File: config.mk
export PLATFORM = sky130hd
export DESIGN_NAME = uart_tx_arbiter
export DESIGN_NICKNAME = d
export VERILOG_FILES = /design/src/rtl/uart_tx_arbiter.sv
export SDC_FILE = /design/constraint.sdc
export NUM_CORES = 1
export LEC_CHECK = 0
export ABC_AREA = 1
export BUFFER_PORTS_ARGS = -buffer_cell sky130_fd_sc_hd__buf_2
export CORE_MARGIN = 2
export CORE_UTILIZATION = 25
export DETAILED_ROUTE_END_ITERATION = 10
export PLACE_DENSITY = 0.51
export SKIP_CTS_REPAIR_TIMING = 1
export SYNTH_ARGS = -nofsm -noshare
export SYNTH_HDL_FRONTEND = slang
export SYNTH_SLANG_ARGS = --single-unit
export TNS_END_PERCENT = 10
File: constraint.sdc
create_clock -name CLK -period 4.9 [get_ports CLK]
set_input_delay 0.98 -clock CLK [delete_from_list [all_inputs] [get_ports CLK]]
set_output_delay 0.98 -clock CLK [all_outputs]
set_load 0.03 [all_outputs]
File: src/rtl/uart_tx_arbiter.sv
// Round-robin, line-locked arbiter sharing one UART TX byte path.
// Ports:
//   CLK, RST           clock, async active-high reset
//   req_valid/req_data per-requester byte stream (byte i at [8i+7:8i])
//   req_ready          per-requester accept (only the owner can be ready)
//   tx_valid/tx_data   registered byte toward the serializer
//   tx_ready           serializer accept
//   grant              one-hot current owner, zero when idle
//   busy               high while a grant is locked
module uart_tx_arbiter #(
  parameter int         NREQ         = 4,
  parameter int         MAX_BURST    = 64,
  parameter int         IDLE_TIMEOUT = 16,
  parameter logic [7:0] EOL_CHAR     = 8'h0A
) (
  input  logic              CLK,
  input  logic              RST,
  input  logic [NREQ-1:0]   req_valid,
  input  logic [8*NREQ-1:0] req_data,
  output logic [NREQ-1:0]   req_ready,
  output logic              tx_valid,
  output logic [7:0]        tx_data,
  input  logic              tx_ready,
  output logic [NREQ-1:0]   grant,
  output logic              busy
);

  localparam int IW = (NREQ > 1) ? $clog2(NREQ) : 1;

  typedef enum logic {
    S_IDLE,
    S_LOCK
  } state_t;

  state_t          r_state;
  logic [IW-1:0]   r_owner;
  logic [IW-1:0]   r_last;
  logic [7:0]      r_burst_cnt;
  logic [7:0]      r_idle_cnt;
  logic            r_tx_valid;
  logic [7:0]      r_tx_data;
  logic [NREQ-1:0] r_grant;
  logic            r_busy;

  logic            w_any;
  logic [IW-1:0]   w_sel;
  logic [IW:0]     w_pick;
  logic [NREQ-1:0] w_sel_oh;
  logic            w_own_valid;
  logic            w_own_ready;
  logic [7:0]      w_own_data;
  logic            w_accept;
  logic            w_eol;
  logic            w_burst_end;
  logic            w_timeout;
  logic            w_release;

  // First valid index after the previous owner, wrapping.
  // MSB of the result flags that something was found.
  function automatic logic [IW:0] rr_pick(
    input logic [NREQ-1:0] v,
    input logic [IW-1:0]   last
  );
    logic [IW:0]   r;
    logic [IW-1:0] idx;
    r = '0;
    for (int k = 1; k <= NREQ; k++) begin
      idx = IW'((int'(last) + k) % NREQ);
      if (!r[IW] && v[idx]) begin
        r = {1'b1, idx};
      end
    end
    return r;
  endfunction

  assign w_pick   = rr_pick(req_valid, r_last);
  assign w_any    = w_pick[IW];
  assign w_sel    = w_pick[IW-1:0];
  assign w_sel_oh = {{(NREQ-1){1'b0}}, 1'b1} << w_sel;

  always_comb begin
    w_own_data = '0;
    for (int i = 0; i < NREQ; i++) begin
      if (r_grant[i]) begin
        w_own_data = req_data[8*i +: 8];
      end
    end
  end

  // The output register can take a new byte when empty
  // or when it is draining this cycle.
  assign w_own_valid = |(req_valid & r_grant);
  assign w_own_ready = (r_state == S_LOCK)
                     & (~r_tx_valid | tx_ready);
  assign w_accept    = w_own_valid & w_own_ready;

  assign w_eol       = (w_own_data == EOL_CHAR);
  assign w_burst_end = (r_burst_cnt == 8'(MAX_BURST - 1));

  // Only an absent byte counts as idle; a stalled owner
  // (valid but not ready) never times out.
  assign w_timeout = (r_state == S_LOCK) & ~w_own_valid
                   & (r_idle_cnt == 8'(IDLE_TIMEOUT - 1));

  assign w_release = (w_accept & (w_eol | w_burst_end))
                   | w_timeout;

  always_ff @(posedge CLK or posedge RST) begin
    if (RST) begin
      r_state     <= S_IDLE;
      r_owner     <= '0;
      r_last      <= IW'(NREQ - 1);
      r_burst_cnt <= '0;
      r_idle_cnt  <= '0;
      r_tx_valid  <= 1'b0;
      r_tx_data   <= 8'h00;
      r_grant     <= '0;
      r_busy      <= 1'b0;
    end else begin
      unique case (r_state)
        S_IDLE: begin
          // Pending byte keeps draining between grants.
          if (tx_ready) begin
            r_tx_valid <= 1'b0;
          end
          if (w_any) begin
            r_state     <= S_LOCK;
            r_owner     <= w_sel;
            r_grant     <= w_sel_oh;
            r_busy      <= 1'b1;
            r_burst_cnt <= '0;
            r_idle_cnt  <= '0;
          end
        end
        S_LOCK: begin
          if (w_accept) begin
            r_tx_data  <= w_own_data;
            r_tx_valid <= 1'b1;
            r_idle_cnt <= '0;
            if (r_burst_cnt < 8'(MAX_BURST)) begin
              r_burst_cnt <= r_burst_cnt + 8'd1;
            end
          end else begin
            if (tx_ready) begin
              r_tx_valid <= 1'b0;
            end
            if (!w_own_valid &&
                r_idle_cnt < 8'(IDLE_TIMEOUT - 1)) begin
              r_idle_cnt <= r_idle_cnt + 8'd1;
            end
          end
          if (w_release) begin
            r_state <= S_IDLE;
            r_grant <= '0;
            r_busy  <= 1'b0;
            r_last  <= r_owner;
          end
        end
        default: begin
          r_state <= S_IDLE;
          r_grant <= '0;
          r_busy  <= 1'b0;
        end
      endcase
    end
  end

  assign req_ready = r_grant & {NREQ{w_own_ready}};
  assign tx_valid  = r_tx_valid;
  assign tx_data   = r_tx_data;
  assign grant     = r_grant;
  assign busy      = r_busy;

endmodule

==> impl_metrics.toml <==
[grt]
antenna_found_initial = 0
overflow = 0
first_global_vias = 1965
grt_pass1_wl_mm = 9.30
grt_max_degree = 36
grt_usage = 0.117

[sta]
max_slew_margin = 0.628
maxSlewViolCount = 0
report.final.hold_viol_count = 0
finalCritPeriodShare = 0.547
min_period_ns = 2.68
setup_viol = 0
setup_tns_ns = 0
rsz0062_at_grt = "no"
tightest_slew_ns = 0.557
worst_clock_skew_ns = 0.00999
max_freq_ghz = 0.373

[cts]
clock_sinks = 35
insertion_delay_ns = 0.29
clock_path_buffers = 2
cts_tree = "yes"
htreeDepth = 2
cts_root_buffer = "clkbuf_8"
numCtsBuffers = 5
path_clk_slew_ns = 0.08

[power]
p_clk_frac = 0.191
ir_drop_mv = 0.130
swShare = 0.474
p_leak_uw = 0.00139
power_density_nw_per_um2 = 613
p_switching_uw = 780
pwr-share-comb = 0.501
p_int_uw = 866
power_frac_seq = 0.308

[final_layout]
area.sequential_um2 = 878
final_area_um2 = 2690
fillers = 945
final_layout_size_suffix_gt1_frac = 0.270
nets = 392
multi_input_area_um2 = 1120
syn_to_final_growth_pct = 21.6
diodes = 0

[floorplan]
rows = 34
io_pins = 57
coreArea_um2 = 8640
dieArea_um2 = 9610
die_h_um = 98.0
die_x_um = 98.0
start_util = 0.256

[route]
drtIter0Drc = 48
via_per_inst = 4.44
drtPass1Iterations = 4
ant_nets = 0
wire_per_inst_um = 11.8
vias = 2042
remaining_drc_errors = 0
wl_mm = 5.44

[logic_synthesis]
netlist_instances = 296
synth-seq-area-share = 0.398
synth_seq_cells = 35
synth_nets = 337
synth_edf_count = 0
synth_flop_cell = "dfrtp_1"
synth_cell_type_count = 35
yosysWarnings = 0
avgSynthCellArea_um2 = 7.46
synthArstFlopShare = 1.00
syn_area_um2 = 2210

[min_path]
hold_path_class = "reg2reg"

[critical_path]
reg2reg_depth = 11
r2r_end = "r_state"
worstSetupPathType = "in2out"
crit_end = "req_ready[3]"
cp-end-kind = "output port"
required_ns = 3.92
path_max_fanout = 5
arrival_ns = 1.70
rr_startpoint = "grant[1]"
r2r_setup_slack_ns = 2.75
start_kind = "primary input"
crit_start = "tx_ready"

[status]
status = "finished clean"

[place]
gp_congestion = 0.869
hpwl_mm = 4.14
place_area_um2 = 2550
port_buffers = 56

[job]
max_cap_violations = 0
[cell usage after synthesis, types with 2 or more instances]
cell,count,area [um2]
a21boi_0,3,22.5
a21oi_1,12,60.1
buf_4,3,22.5
buf_6,5,56.3
dfrtp_1,33,826
dfstp_2,2,52.6
ha_1,2,25.0
inv_1,26,97.6
inv_2,6,22.5
nand2_1,85,319
nand2_2,7,43.8
nand2_4,2,22.5
nand3_1,18,90.1
nand4_1,6,37.5
nor2_1,38,143
o21a_1,3,22.5
o21ai_0,17,85.1
o21ai_1,2,10.0
o21ai_2,3,26.3
o31ai_1,5,37.5
xor2_1,4,35.0
[worst min-delay path by stage]
stage	startpoint	end	slack [ns]	cells after the start
floorplan	r_owner[0]	r_owner[0]	0.45	2
global placement	tx_data[1]	tx_data[1]	0.45	2
detailed placement	tx_data[1]	tx_data[1]	0.46	2
CTS	tx_data[1]	tx_data[1]	0.48	2
global route	tx_data[7]	tx_data[7]	0.52	2
finish	tx_data[1]	tx_data[1]	0.48	2
[per-stage QoR]
stage | hold WS [ns] | setup slack (ns) | cells | utilization | power (uW)
finish | 0.479 | 2.22 | 460 | 0.311 | 1650
global route | 0.517 | 2.14 | 460 | 0.311 | 1790
CTS | 0.484 | 2.21 | 460 | 0.311 | 1670
detailed placement | 0.464 | 2.21 | 452 | 0.295 | 1350
global placement | 0.454 | 2.22 | 452 | 0.295 | 1340
floorplan | 0.453 | 2.29 | 296 | - | 1170
[power groups by stage]
stage                     Clock, uW  Combinational (uW)  Sequential, uW
final                           314                 825             508
after global routing            338                 927             529
after CTS                       321                 837             510
after detailed placement          0                 832             514
after global placement            0                 827             512
after floorplan                   0                 626             540
[cells by family after synthesis]
family	share of synthesized area
compound gates	0.146
xor+xnor	0.0272
fa+ha+maj	0.0113
buf+inv	0.0946
flops	0.398
simple gates	0.323
[critical path, stage by stage]
cell	delay [ns]
buf_2	0.07
inv_1	0.03
nand2_1	0.07
nand2_1	0.19
nor2_1	0.15
buf_2	0.21
[metal layers]
metal  track usage  share of wire
met1         0.155           0.46
met2         0.190           0.46
met3        0.0301          0.065
met4        0.0342          0.016
met5             0              0
[registers in the layout, indices dropped and copies added, names as in the netlist]
register     flops
busy             1
grant            4
r_idle_cnt       8
r_owner          2
r_burst_cnt      8
tx_valid         1
tx_data          8
r_state          1
r_last           2
[final cells by class]
| cell class | count | area share |
|---|---|---|
| flip-flops and latches | 35 | 0.327 |
| clock inverters | 3 | 0.0252 |
| inverters | 33 | 0.0470 |
| multi-input cells | 219 | 0.418 |
| well taps | 108 | 0.0503 |
| repair buffers | 57 | 0.107 |
| clock buffers | 5 | 0.0256 |
[layout by cell type (no fill, tap or decap), drive strengths merged]
cell type / Yosys / layout
nand2: 94 / 94
buf: 8 / 57
nor2: 41 / 41
dfrtp: 33 / 33
inv: 33 / 33
o21ai: 22 / 22
nand3: 18 / 18
a21oi: 13 / 13
nand4: 7 / 7
o31ai: 5 / 5
clkbuf: 1 / 5
a21boi: 5 / 5
xor2: 4 / 4
o21a: 3 / 3
ha: 2 / 2
bufinv: 0 / 2
dfstp: 2 / 2
xnor2: 2 / 2
o22ai: 1 / 1
a31oi: 1 / 1
o211ai: 1 / 1
clkinvlp: 0 / 1
Note: power is estimated with default switching activity, not from simulation.
